[src/rtl/remote_comm_pkg.sv]
// Shared types and defaults for the remote_comm command link.
// Optional feature macro: REMOTE_COMM_FRM_ERR_EN (stop-bit framing check).
package remote_comm_pkg;

   typedef enum logic [1:0] {
      IDLE,
      SEND_HI,
      SEND_LO
   } cmd_state_t;

   typedef enum logic [1:0] {
      RX_IDLE,
      RX_START,
      RX_DATA,
      RX_STOP
   } rx_state_t;

   localparam int BAUD_DIV_DEFAULT = 434;
   localparam int BAUD_CNT_W       = 12;

endpackage

[src/rtl/remote_comm_uart.sv]
// rc_uart: 8N1 transmitter and receiver sharing one baud divisor.
// With REMOTE_COMM_FRM_ERR_EN the stop bit is checked and frm_err is added.
module rc_uart
   import remote_comm_pkg::*;
#(
   parameter int BAUD_DIV = BAUD_DIV_DEFAULT
) (
   input  logic       clk,
   input  logic       rst,
   input  logic       tx_start,
   input  logic [7:0] tx_data,
   output logic       tx_done,
   output logic       TX,
   input  logic       RX,
   output logic       rx_rdy,
   output logic [7:0] rx_data,
   output logic       rx_sof
`ifdef REMOTE_COMM_FRM_ERR_EN
   ,
   output logic       frm_err
`endif
);

   localparam logic [BAUD_CNT_W-1:0] BIT_LAST  = BAUD_CNT_W'(BAUD_DIV - 1);
   localparam logic [BAUD_CNT_W-1:0] HALF_LAST = BAUD_CNT_W'(BAUD_DIV / 2 - 1);

   logic                  tx_busy_q, tx_busy_d;
   logic [BAUD_CNT_W-1:0] tx_cnt_q, tx_cnt_d;
   logic [3:0]            tx_bit_q, tx_bit_d;
   logic [8:0]            tx_shift_q, tx_shift_d;
   logic                  tx_q, tx_d;
   logic                  tx_bit_end;

   logic                  rx_s1_q, rx_s2_q, rx_s3_q;
   rx_state_t             rx_state_q, rx_state_d;
   logic [BAUD_CNT_W-1:0] rx_cnt_q, rx_cnt_d;
   logic [2:0]            rx_bit_q, rx_bit_d;
   logic [7:0]            rx_shift_q, rx_shift_d;
   logic [7:0]            rx_data_q, rx_data_d;
   logic                  rx_rdy_q, rx_rdy_d;
   logic                  rx_sof_q, rx_sof_d;
   logic                  frm_err_q, frm_err_d;
   logic                  rx_fall;

   assign tx_bit_end = tx_busy_q && (tx_cnt_q == BIT_LAST);
   assign tx_done    = tx_bit_end && (tx_bit_q == 4'd9);
   assign TX         = tx_q;

   // A new frame may load on the last stop-bit clock so back-to-back bytes have no gap.
   always_comb begin
      tx_busy_d  = tx_busy_q;
      tx_cnt_d   = tx_cnt_q;
      tx_bit_d   = tx_bit_q;
      tx_shift_d = tx_shift_q;
      tx_d       = tx_q;
      if (tx_busy_q) begin
         if (tx_bit_end) begin
            tx_cnt_d = '0;
            if (tx_bit_q == 4'd9) begin
               tx_busy_d = 1'b0;
               tx_d      = 1'b1;
            end else begin
               tx_d       = tx_shift_q[0];
               tx_shift_d = {1'b1, tx_shift_q[8:1]};
               tx_bit_d   = tx_bit_q + 4'd1;
            end
         end else begin
            tx_cnt_d = tx_cnt_q + 1'b1;
         end
      end
      if (tx_start && (!tx_busy_q || tx_done)) begin
         tx_busy_d  = 1'b1;
         tx_d       = 1'b0;
         tx_cnt_d   = '0;
         tx_bit_d   = '0;
         tx_shift_d = {1'b1, tx_data};
      end
   end

   always_ff @(posedge clk) begin
      if (rst) begin
         tx_busy_q  <= 1'b0;
         tx_cnt_q   <= '0;
         tx_bit_q   <= '0;
         tx_shift_q <= '1;
         tx_q       <= 1'b1;
      end else begin
         tx_busy_q  <= tx_busy_d;
         tx_cnt_q   <= tx_cnt_d;
         tx_bit_q   <= tx_bit_d;
         tx_shift_q <= tx_shift_d;
         tx_q       <= tx_d;
      end
   end

   assign rx_fall = rx_s3_q && !rx_s2_q;
   assign rx_rdy  = rx_rdy_q;
   assign rx_data = rx_data_q;
   assign rx_sof  = rx_sof_q;
`ifdef REMOTE_COMM_FRM_ERR_EN
   assign frm_err = frm_err_q;
`endif

   always_comb begin
      rx_state_d = rx_state_q;
      rx_cnt_d   = rx_cnt_q;
      rx_bit_d   = rx_bit_q;
      rx_shift_d = rx_shift_q;
      rx_data_d  = rx_data_q;
      rx_rdy_d   = 1'b0;
      rx_sof_d   = 1'b0;
      frm_err_d  = 1'b0;
      case (rx_state_q)
         RX_IDLE: begin
            if (rx_fall) begin
               rx_state_d = RX_START;
               rx_cnt_d   = '0;
               rx_sof_d   = 1'b1;
            end
         end
         RX_START: begin
            if (rx_cnt_q == HALF_LAST) begin
               rx_cnt_d   = '0;
               rx_bit_d   = '0;
               rx_state_d = rx_s2_q ? RX_IDLE : RX_DATA;
            end else begin
               rx_cnt_d = rx_cnt_q + 1'b1;
            end
         end
         RX_DATA: begin
            if (rx_cnt_q == BIT_LAST) begin
               rx_cnt_d   = '0;
               rx_shift_d = {rx_s2_q, rx_shift_q[7:1]};
               if (rx_bit_q == 3'd7) rx_state_d = RX_STOP;
               else                  rx_bit_d   = rx_bit_q + 3'd1;
            end else begin
               rx_cnt_d = rx_cnt_q + 1'b1;
            end
         end
         RX_STOP: begin
            if (rx_cnt_q == BIT_LAST) begin
               rx_cnt_d   = '0;
               rx_state_d = RX_IDLE;
`ifdef REMOTE_COMM_FRM_ERR_EN
               if (rx_s2_q) begin
                  rx_rdy_d  = 1'b1;
                  rx_data_d = rx_shift_q;
               end else begin
                  frm_err_d = 1'b1;
               end
`else
               rx_rdy_d  = 1'b1;
               rx_data_d = rx_shift_q;
`endif
            end else begin
               rx_cnt_d = rx_cnt_q + 1'b1;
            end
         end
         default: rx_state_d = RX_IDLE;
      endcase
   end

   always_ff @(posedge clk) begin
      if (rst) begin
         rx_s1_q    <= 1'b1;
         rx_s2_q    <= 1'b1;
         rx_s3_q    <= 1'b1;
         rx_state_q <= RX_IDLE;
         rx_cnt_q   <= '0;
         rx_bit_q   <= '0;
         rx_shift_q <= '0;
         rx_data_q  <= '0;
         rx_rdy_q   <= 1'b0;
         rx_sof_q   <= 1'b0;
         frm_err_q  <= 1'b0;
      end else begin
         rx_s1_q    <= RX;
         rx_s2_q    <= rx_s1_q;
         rx_s3_q    <= rx_s2_q;
         rx_state_q <= rx_state_d;
         rx_cnt_q   <= rx_cnt_d;
         rx_bit_q   <= rx_bit_d;
         rx_shift_q <= rx_shift_d;
         rx_data_q  <= rx_data_d;
         rx_rdy_q   <= rx_rdy_d;
         rx_sof_q   <= rx_sof_d;
         frm_err_q  <= frm_err_d;
      end
   end

endmodule

[src/rtl/remote_comm.sv]
// remote_comm: sends a 16-bit command as two UART bytes and latches response bytes.
// Optional feature macro: REMOTE_COMM_FRM_ERR_EN adds the frm_err output.
module remote_comm
   import remote_comm_pkg::*;
#(
   parameter int BAUD_DIV = BAUD_DIV_DEFAULT
) (
   input  logic        clk,
   input  logic        rst,
   input  logic [15:0] cmd,
   input  logic        send_cmd,
   output logic        cmd_sent,
   output logic        TX,
   input  logic        RX,
   output logic [7:0]  resp,
   output logic        resp_rdy,
   input  logic        clr_resp_rdy
`ifdef REMOTE_COMM_FRM_ERR_EN
   ,
   output logic        frm_err
`endif
);

   cmd_state_t  state_q, state_d;
   logic [15:0] cmd_q, cmd_d;
   logic        cmd_sent_q, cmd_sent_d;
   logic        done_pend_q, done_pend_d;
   logic [7:0]  resp_q, resp_d;
   logic        resp_rdy_q, resp_rdy_d;
   logic        tx_start, tx_done;
   logic [7:0]  tx_data;
   logic        rx_rdy, rx_sof;
   logic [7:0]  rx_data;

   rc_uart #(.BAUD_DIV(BAUD_DIV)) u_uart (
      .clk      (clk),
      .rst      (rst),
      .tx_start (tx_start),
      .tx_data  (tx_data),
      .tx_done  (tx_done),
      .TX       (TX),
      .RX       (RX),
      .rx_rdy   (rx_rdy),
      .rx_data  (rx_data),
      .rx_sof   (rx_sof)
`ifdef REMOTE_COMM_FRM_ERR_EN
      ,
      .frm_err  (frm_err)
`endif
   );

   // done_pend delays cmd_sent one cycle past the low byte's stop bit.
   always_comb begin
      state_d     = state_q;
      cmd_d       = cmd_q;
      cmd_sent_d  = cmd_sent_q;
      done_pend_d = 1'b0;
      tx_start    = 1'b0;
      tx_data     = cmd_q[15:8];
      case (state_q)
         IDLE: begin
            if (send_cmd) begin
               cmd_d      = cmd;
               cmd_sent_d = 1'b0;
               tx_start   = 1'b1;
               tx_data    = cmd[15:8];
               state_d    = SEND_HI;
            end else if (done_pend_q) begin
               cmd_sent_d = 1'b1;
            end
         end
         SEND_HI: begin
            tx_start = tx_done;
            tx_data  = cmd_q[7:0];
            if (tx_done) state_d = SEND_LO;
         end
         SEND_LO: begin
            if (tx_done) begin
               state_d     = IDLE;
               done_pend_d = 1'b1;
            end
         end
         default: state_d = IDLE;
      endcase
   end

   always_comb begin
      resp_d     = resp_q;
      resp_rdy_d = resp_rdy_q;
      if (rx_rdy) begin
         resp_d     = rx_data;
         resp_rdy_d = 1'b1;
      end else if (clr_resp_rdy || rx_sof) begin
         resp_rdy_d = 1'b0;
      end
   end

   always_ff @(posedge clk) begin
      if (rst) begin
         state_q     <= IDLE;
         cmd_q       <= '0;
         cmd_sent_q  <= 1'b0;
         done_pend_q <= 1'b0;
         resp_q      <= '0;
         resp_rdy_q  <= 1'b0;
      end else begin
         state_q     <= state_d;
         cmd_q       <= cmd_d;
         cmd_sent_q  <= cmd_sent_d;
         done_pend_q <= done_pend_d;
         resp_q      <= resp_d;
         resp_rdy_q  <= resp_rdy_d;
      end
   end

   assign cmd_sent = cmd_sent_q;
   assign resp     = resp_q;
   assign resp_rdy = resp_rdy_q;

endmodule

[config.mk]
export PLATFORM = sky130hd
export DESIGN_NAME = remote_comm
export DESIGN_NICKNAME = d
export VERILOG_FILES = /design/src/rtl/remote_comm_pkg.sv /design/src/rtl/remote_comm_uart.sv /design/src/rtl/remote_comm.sv
export SDC_FILE = /design/constraint.sdc
export NUM_CORES = 1
export LEC_CHECK = 0
export ABC_AREA = 0
export CAP_MARGIN = 20
export CORE_ASPECT_RATIO = 0.7
export CORE_MARGIN = 5
export CORE_UTILIZATION = 50
export DETAILED_ROUTE_END_ITERATION = 8
export GPL_TIMING_DRIVEN = 0
export HOLD_SLACK_MARGIN = 0.06
export PLACE_DENSITY = 0.7
export SYNTH_ARGS = -nofsm -noshare
export SYNTH_HDL_FRONTEND = slang
export SYNTH_SLANG_ARGS = --single-unit
[constraint.sdc]
create_clock -name clk -period 5.7 [get_ports clk]
set_clock_uncertainty 0.2 [all_clocks]
set_input_delay 0.855 -clock clk [delete_from_list [all_inputs] [get_ports clk]]
set_output_delay 0.855 -clock clk [all_outputs]
set_load 0.02 [all_outputs]
==> impl_metrics.toml, run 1 <==
[floorplanning]
dieHeight_um = 86.4
fp.dieW_um = 119
coreArea_sq_um = 7970
rows = 27
boundaryPins = 32
die_area_sq_um = 10300
initial_core_util_pct = 52.2

[power_and_ir_drop]
p_leak_nw = 1.67
power_switching_share_pct = 22.8
irDropWorstVdd_v = 0.000159
intPower_mw = 1.06
p_sw_uw = 313
combPwrFrac_pct = 7.8
pwr-share-clk_pct = 42.9
p_seq_share_pct = 49.3
p_per_area_nw_per_um2 = 281
totalPowerFinal_mw = 1.37

[synthesis]
synth_nets = 531
synth_top_area_share_pct = 44.7
seq_area_frac_synth_pct = 44.7
synth.largest_area_cell = "dfxtp_1"
ys_seq_elements = 93
synth.top_cells.by_count = "93 x dfxtp_1, 84 x nand2_1, 61 x a21oi_1, 43 x nor2_1"
syn_inst = 501
synth_ff_type = "dfxtp_1"
ys_warn_count = 0
synthArstFlopShare_pct = 0
avgSynthCellArea_sq_um = 8.31
synth_edf_count = 0
synth_area_leaders = "dfxtp_1 45%, nand2_1 7.6%, a21oi_1 7.3%, mux2i_1 4.6%, nor2_1 3.9%"
synthesis.area_sq_um = 4160
yosysMostFrequentCell = "dfxtp_1"
synth.distinct_cells = 53

[detailed_routing]
num_vias = 3622
drc = 0
first_pass_iters = 6
wl_mm = 9.77
routed_via_density = 5.59
wl_per_cell_um = 15.1
drtAntennaViolNets = 0
first_iter_violations = 340

[sta]
rsz0062_at_grt = "false"
finalSetupViolCount = 0
drv_slew = 0
worst_slew_pin_slew_ps = 651
fmax_mhz = 306
maxSlewHeadroom_pct = 56.6
fin_setup_tns_ps = 0
timing.hold.ws_ps = 210
hold_viol = 0
min_period_over_period_pct = 57.3
period_needed_ps = 3260
worst_slack_ps = 2440

[global_route]
gr-total-overflow = 0
grt_antenna_before_repair = 0
grt_pass1_wl_mm = 17.0
grt_max_degree = 15
globalRouteMet1Util_pct = 29.7
grt_use_met2_pct = 29.5
grt_use_total_pct = 20.3
busiest_layer = "met1"
grt_use_met3_pct = 5.35
first_global_vias = 3479

[critical_path]
reg2reg_slack_ps = 2800
critPathCapture = "u_uart.tx_shift_q[7]$_SDFFE_PP1P_"
worstSetupPathType = "in2reg"
crit_path_start = "send_cmd"
rr_endpoint = "u_uart.tx_shift_q[7]$_SDFFE_PP1P_"
required_ps = 5770
cp_data_arrival_time_ps = 3330
r2r_start = "u_uart.tx_cnt_q[0]$_SDFFE_PP0P_"
reg2reg_depth = 7
critPathLaunchType = "input port"
cp-end-kind = "flip-flop"
cp_max_fo = 10

[clocking]
cts-root-buf = "clkbuf_16"
clock_latency_ps = 340
cts_hold_buffers = 0
cts_resized = 0
cts.clk_slew.worst_paths_ps = 60
cts_setup_buffers = 0
cts_buffer_depth = 2
clock-sinks = 93
h-tree-depth = 3
cts_buffers = 9
cts_tree = "done"

[layout]
nets = 572
multiInputGateArea_sq_um = 2150
post-route-util_pct = 61.3
finalInstanceArea_sq_um = 4880
layout-drive-gt1-share_pct = 5.30
finalNonFillerCells = 648
fillerInstances = 711
seqCellArea_sq_um = 1860
syn_to_final_growth_pct = 17.3
n_antenna_cell = 0

[placement]
place.gp.congestion = 0.897
post-place-ws_ps = 2110
dp_cells = 632
port_buffers = 30
placed_area_sq_um = 4590
dp.final_hpwl_mm = 7.09

[hold_path]
min_path_type = "reg2reg"

[job]
drv_cap = 0

[outcome]
outcome = "finished, final reports clean"
registers in the layout, summed over array words and instances, names as in the netlist, 2 cells and up, named ones only:
name and cells:
u_uart.rx_bit_q 3, u_uart.rx_data 8, resp 8, u_uart.rx_cnt_q 12, u_uart.rx_shift_q 8, u_uart.tx_cnt_q 12, u_uart.tx_bit_q 4, u_uart.tx_shift_q 8
state_q 2, cmd_q 16
final cells by class:
cell class                      count  area share, %
Buffer                             28           2.38
Clock inverter                      5           1.02
Timing Repair Buffer               30           6.15
Tap cell                          101           2.59
Clock buffer                       11           4.97
Sequential cell                    93           38.1
Multi-Input combinational cell    370           44.0
Inverter                           10          0.769
critical path, stage by stage:
cell and delay [ps]:
clkdlybuf4s50_1 630, and2_1 190, clkbuf_1 420, a21oi_1 230, a21oi_1 460, buf_2 340
mux2i_1 210
logic make-up after synthesis:
group                    count (synthesis)  share of synthesized area (%)
XOR/XNOR                                12                           2.52
multiplexers                            19                           4.57
flip-flops                              93                           44.7
AND/OR/NAND/NOR                        226                           26.7
adder cells (fa/ha/maj)                  9                           2.70
buffers and inverters                   38                           3.70
AO/OA/AOI/OAI                          104                           15.1
cells in the final DEF (no fill, tap or decap), types with 2 or more instances in the layout:
| cell | Yosys | routed |
|---|---|---|
| or3_1 | 9 | 9 |
| and3_1 | 4 | 4 |
| nor2_1 | 43 | 43 |
| nand2_1 | 84 | 84 |
| a22oi_1 | 3 | 3 |
| o211ai_1 | 2 | 2 |
| or2_2 | 4 | 4 |
| nand3_1 | 23 | 23 |
| and4_1 | 2 | 2 |
| clkbuf_1 | 23 | 24 |
| a211o_1 | 7 | 7 |
| buf_2 | 3 | 3 |
| clkdlybuf4s50_1 | 0 | 30 |
| inv_1 | 10 | 10 |
| o22a_1 | 7 | 7 |
| clkinv_2 | 0 | 4 |
| ha_1 | 9 | 9 |
| mux2i_1 | 19 | 19 |
| a21oi_1 | 61 | 61 |
| xor2_1 | 5 | 5 |
| a211oi_1 | 2 | 2 |
| clkbuf_16 | 0 | 9 |
| nor2b_1 | 8 | 8 |
| a31oi_1 | 9 | 9 |
| xnor2_1 | 7 | 7 |
| nand2b_1 | 3 | 3 |
| dfxtp_1 | 93 | 93 |
| or4_1 | 3 | 3 |
| o21ai_0 | 4 | 4 |
| nor4b_1 | 2 | 2 |
| o21a_1 | 2 | 2 |
| nor3_1 | 17 | 17 |
| nand3b_1 | 4 | 4 |
| nor4_1 | 4 | 4 |
| nand4_1 | 4 | 4 |
power groups by stage:
stage | combinational (mW) | sequential, mW | clock (mW)
3_5_place_dp | 0.107 | 0.691 | 0
6_report | 0.108 | 0.677 | 0.589
2_1_floorplan | 0.0679 | 0.689 | 0
4_1_cts | 0.107 | 0.676 | 0.605
5_1_grt | 0.120 | 0.678 | 0.632
3_3_place_gp | 0.105 | 0.690 | 0
worst min-delay path by stage:
stage / startpoint / to / cells after the start
4_1_cts: u_uart.rx_s1_q$_SDFF_PP1_ / u_uart.rx_s2_q$_SDFF_PP1_ / 1
3_3_place_gp: u_uart.rx_s1_q$_SDFF_PP1_ / u_uart.rx_s2_q$_SDFF_PP1_ / 1
2_1_floorplan: u_uart.rx_s1_q$_SDFF_PP1_ / u_uart.rx_s2_q$_SDFF_PP1_ / 1
6_report: u_uart.rx_s1_q$_SDFF_PP1_ / u_uart.rx_s2_q$_SDFF_PP1_ / 1
5_1_grt: u_uart.rx_s1_q$_SDFF_PP1_ / u_uart.rx_s2_q$_SDFF_PP1_ / 1
3_5_place_dp: u_uart.rx_s1_q$_SDFF_PP1_ / u_uart.rx_s2_q$_SDFF_PP1_ / 1
metal layers:
layer / wire length [um] / vias to the layer above
met4: 106 / 0
met3: 605 / 12
met1: 5080 / 1685
li1: - / 1839
met5: 0 / -
met2: 3970 / 86
No activity file was read; power rests on OpenSTA's default activity.
==> run 2: changes to the inputs <==
--- a/config.mk
+++ b/config.mk
@@ -13,7 +13,7 @@
 export DETAILED_ROUTE_END_ITERATION = 8
 export GPL_TIMING_DRIVEN = 0
 export HOLD_SLACK_MARGIN = 0.06
-export PLACE_DENSITY = 0.7
+export PLACE_DENSITY = 0.73
 export SYNTH_ARGS = -nofsm -noshare
 export SYNTH_HDL_FRONTEND = slang
 export SYNTH_SLANG_ARGS = --single-unit
==> constraint.sdc (replaced) <==
create_clock -name clk -period 2.9 [get_ports clk]
set_clock_uncertainty 0.2 [all_clocks]
set_input_delay 0.435 -clock clk [delete_from_list [all_inputs] [get_ports clk]]
set_output_delay 0.435 -clock clk [all_outputs]
set_load 0.02 [all_outputs]
==> impl_metrics.toml, run 2 (synthesized netlist as in run 1, its figures left out) <==
[layout]
largest_register_ffs = 16
multiInputGateArea_sq_um = 2150
layout-drive-gt1-share_pct = 5.31
final_common_cell = "dfxtp_1"
seqCellArea_sq_um = 1860
syn_to_final_growth_pct = 17.9
n_antenna_cell = 0
largest-register = "cmd_q"
top_regs = "cmd_q (16), u_uart.rx_cnt_q (12), u_uart.tx_cnt_q (12)"
final_cell_mix = "93 x dfxtp_1, 84 x nand2_1, 60 x a21oi_1"
nets = 572
fillerInstances = 697

[critical_path]
cp_max_fo = 10
worstSetupPathType = "reg2reg"
cp_data_arrival_time_ps = 2720
cp_slowest_stage_delay_ps = 440
critPathTopFamily = "simple AND/OR/NAND/NOR gates"
critPathLaunchType = "flip-flop"
cp-end-kind = "flip-flop"
reg2reg_slack_ps = 250
required_ps = 2970
cpMaxStageDelayCell = "dfxtp_1"
crit_chain = "ha_1 > nor4bb_1 > and4_1 > a21oi_1 > a21oi_2 > buf_2 > mux2i_1"
path_buf_inv = 1

[global_route]
gr-total-overflow = 0
grt_use_total_pct = 19.8
grt_pass1_wl_mm = 16.5
grt_max_degree = 15
grt_antenna_before_repair = 0
first_global_vias = 3340

[clocking]
cts.clk_slew.worst_paths_ps = 70
clock-sinks = 93
cts_tree = "done"
cts_hold_buffers = 0
cts-root-buf = "clkbuf_16"
cts_buffer_depth = 2
cts_buffers = 9
cts_setup_buffers = 0
h-tree-depth = 3
clock_latency_ps = 340

[sta]
period_needed_ps = 2650
fin_setup_tns_ps = 0
worst_slew_pin_slew_ps = 710
drv_slew = 0
timing.hold.ws_ps = 207
hold_viol = 0
maxSlewHeadroom_pct = 52.3
fmax_mhz = 378
finalSetupViolCount = 0
min_period_over_period_pct = 91.3
rsz0062_at_grt = "false"

[floorplanning]
dieHeight_um = 86.4
rows = 27
coreArea_sq_um = 7970
boundaryPins = 32
fp.dieW_um = 119
initial_core_util_pct = 52.2
die_area_sq_um = 10300

[placement]
port_buffers = 30
place.gp.congestion = 0.828
dp.final_hpwl_mm = 6.72

[power_and_ir_drop]
p_leak_nw = 1.67
p_per_area_nw_per_um2 = 568
irDropWorstVdd_v = 0.000515

[outcome]
outcome = "finished, final reports clean"

[detailed_routing]
first_pass_iters = 5
num_vias = 3720
wl_mm = 9.87
wl_per_cell_um = 15.3
routed_via_density = 5.75
drc = 0
drtAntennaViolNets = 0
first_iter_violations = 276

[hold_path]
min_path_type = "reg2reg"

[job]
drv_cap = 0
==> run 2: final cells by class <==
| class | instances | share of cell area, % |
|---|---|---|
| tap | 101 | 2.57 |
| buffer | 28 | 2.37 |
| multi-input combinational | 370 | 43.8 |
| timing repair buffer | 30 | 6.12 |
| sequential | 93 | 37.9 |
| clock inverter | 4 | 1.48 |
| inverter | 10 | 0.765 |
| clock buffer | 11 | 4.94 |
==> run 2: through the flow <==
step	total power [mW]	cells	setup slack, ps	area [sq um]	util, %
2_1_floorplan	1.49	501	528	4160	-
3_3_place_gp	1.56	632	-154	4590	57.6
3_5_place_dp	1.57	632	-198	4590	57.6
4_1_cts	2.80	647	79.3	4910	61.5
5_1_grt	2.90	647	32.4	4910	61.6
6_report	2.79	647	252	4910	61.6
==> run 2: repair_timing <==
action                                 4_1_cts  5_1_grt
endpoints found under the hold margin        0        0
setup endpoints to repair                    0       10
resized for setup                            0        1
==> run 2: metal layers <==
layer / GRT usage [%] / share of wire, % / vias up
li1: - / - / 1842
met1: 28.0 / 49 / 1750
met2: 29.4 / 43 / 118
met3: 4.96 / 5.9 / 10
met4: 6.73 / 1.4 / 0
met5: 0 / 0 / -
==> run 2: worst paths after layout <==
check	start	end	cells after the start
worst max-delay path	u_uart.tx_cnt_q[0]$_SDFFE_PP0P_	u_uart.tx_shift_q[7]$_SDFFE_PP1P_	7
worst min-delay path	u_uart.rx_s1_q$_SDFF_PP1_	u_uart.rx_s2_q$_SDFF_PP1_	1
worst max register to register	u_uart.tx_cnt_q[0]$_SDFFE_PP0P_	u_uart.tx_shift_q[7]$_SDFFE_PP1P_	7
worst min register to register	u_uart.rx_s1_q$_SDFF_PP1_	u_uart.rx_s2_q$_SDFF_PP1_	1
==> run 2: where the power goes <==
part | leakage (nW) | switching, mW | internal (mW) | total (mW)
logic | 0.767 | 0.128 | 0.0876 | 0.215
clock network | 0.152 | 0.472 | 0.773 | 1.24
registers | 0.755 | 0.0205 | 1.31 | 1.33
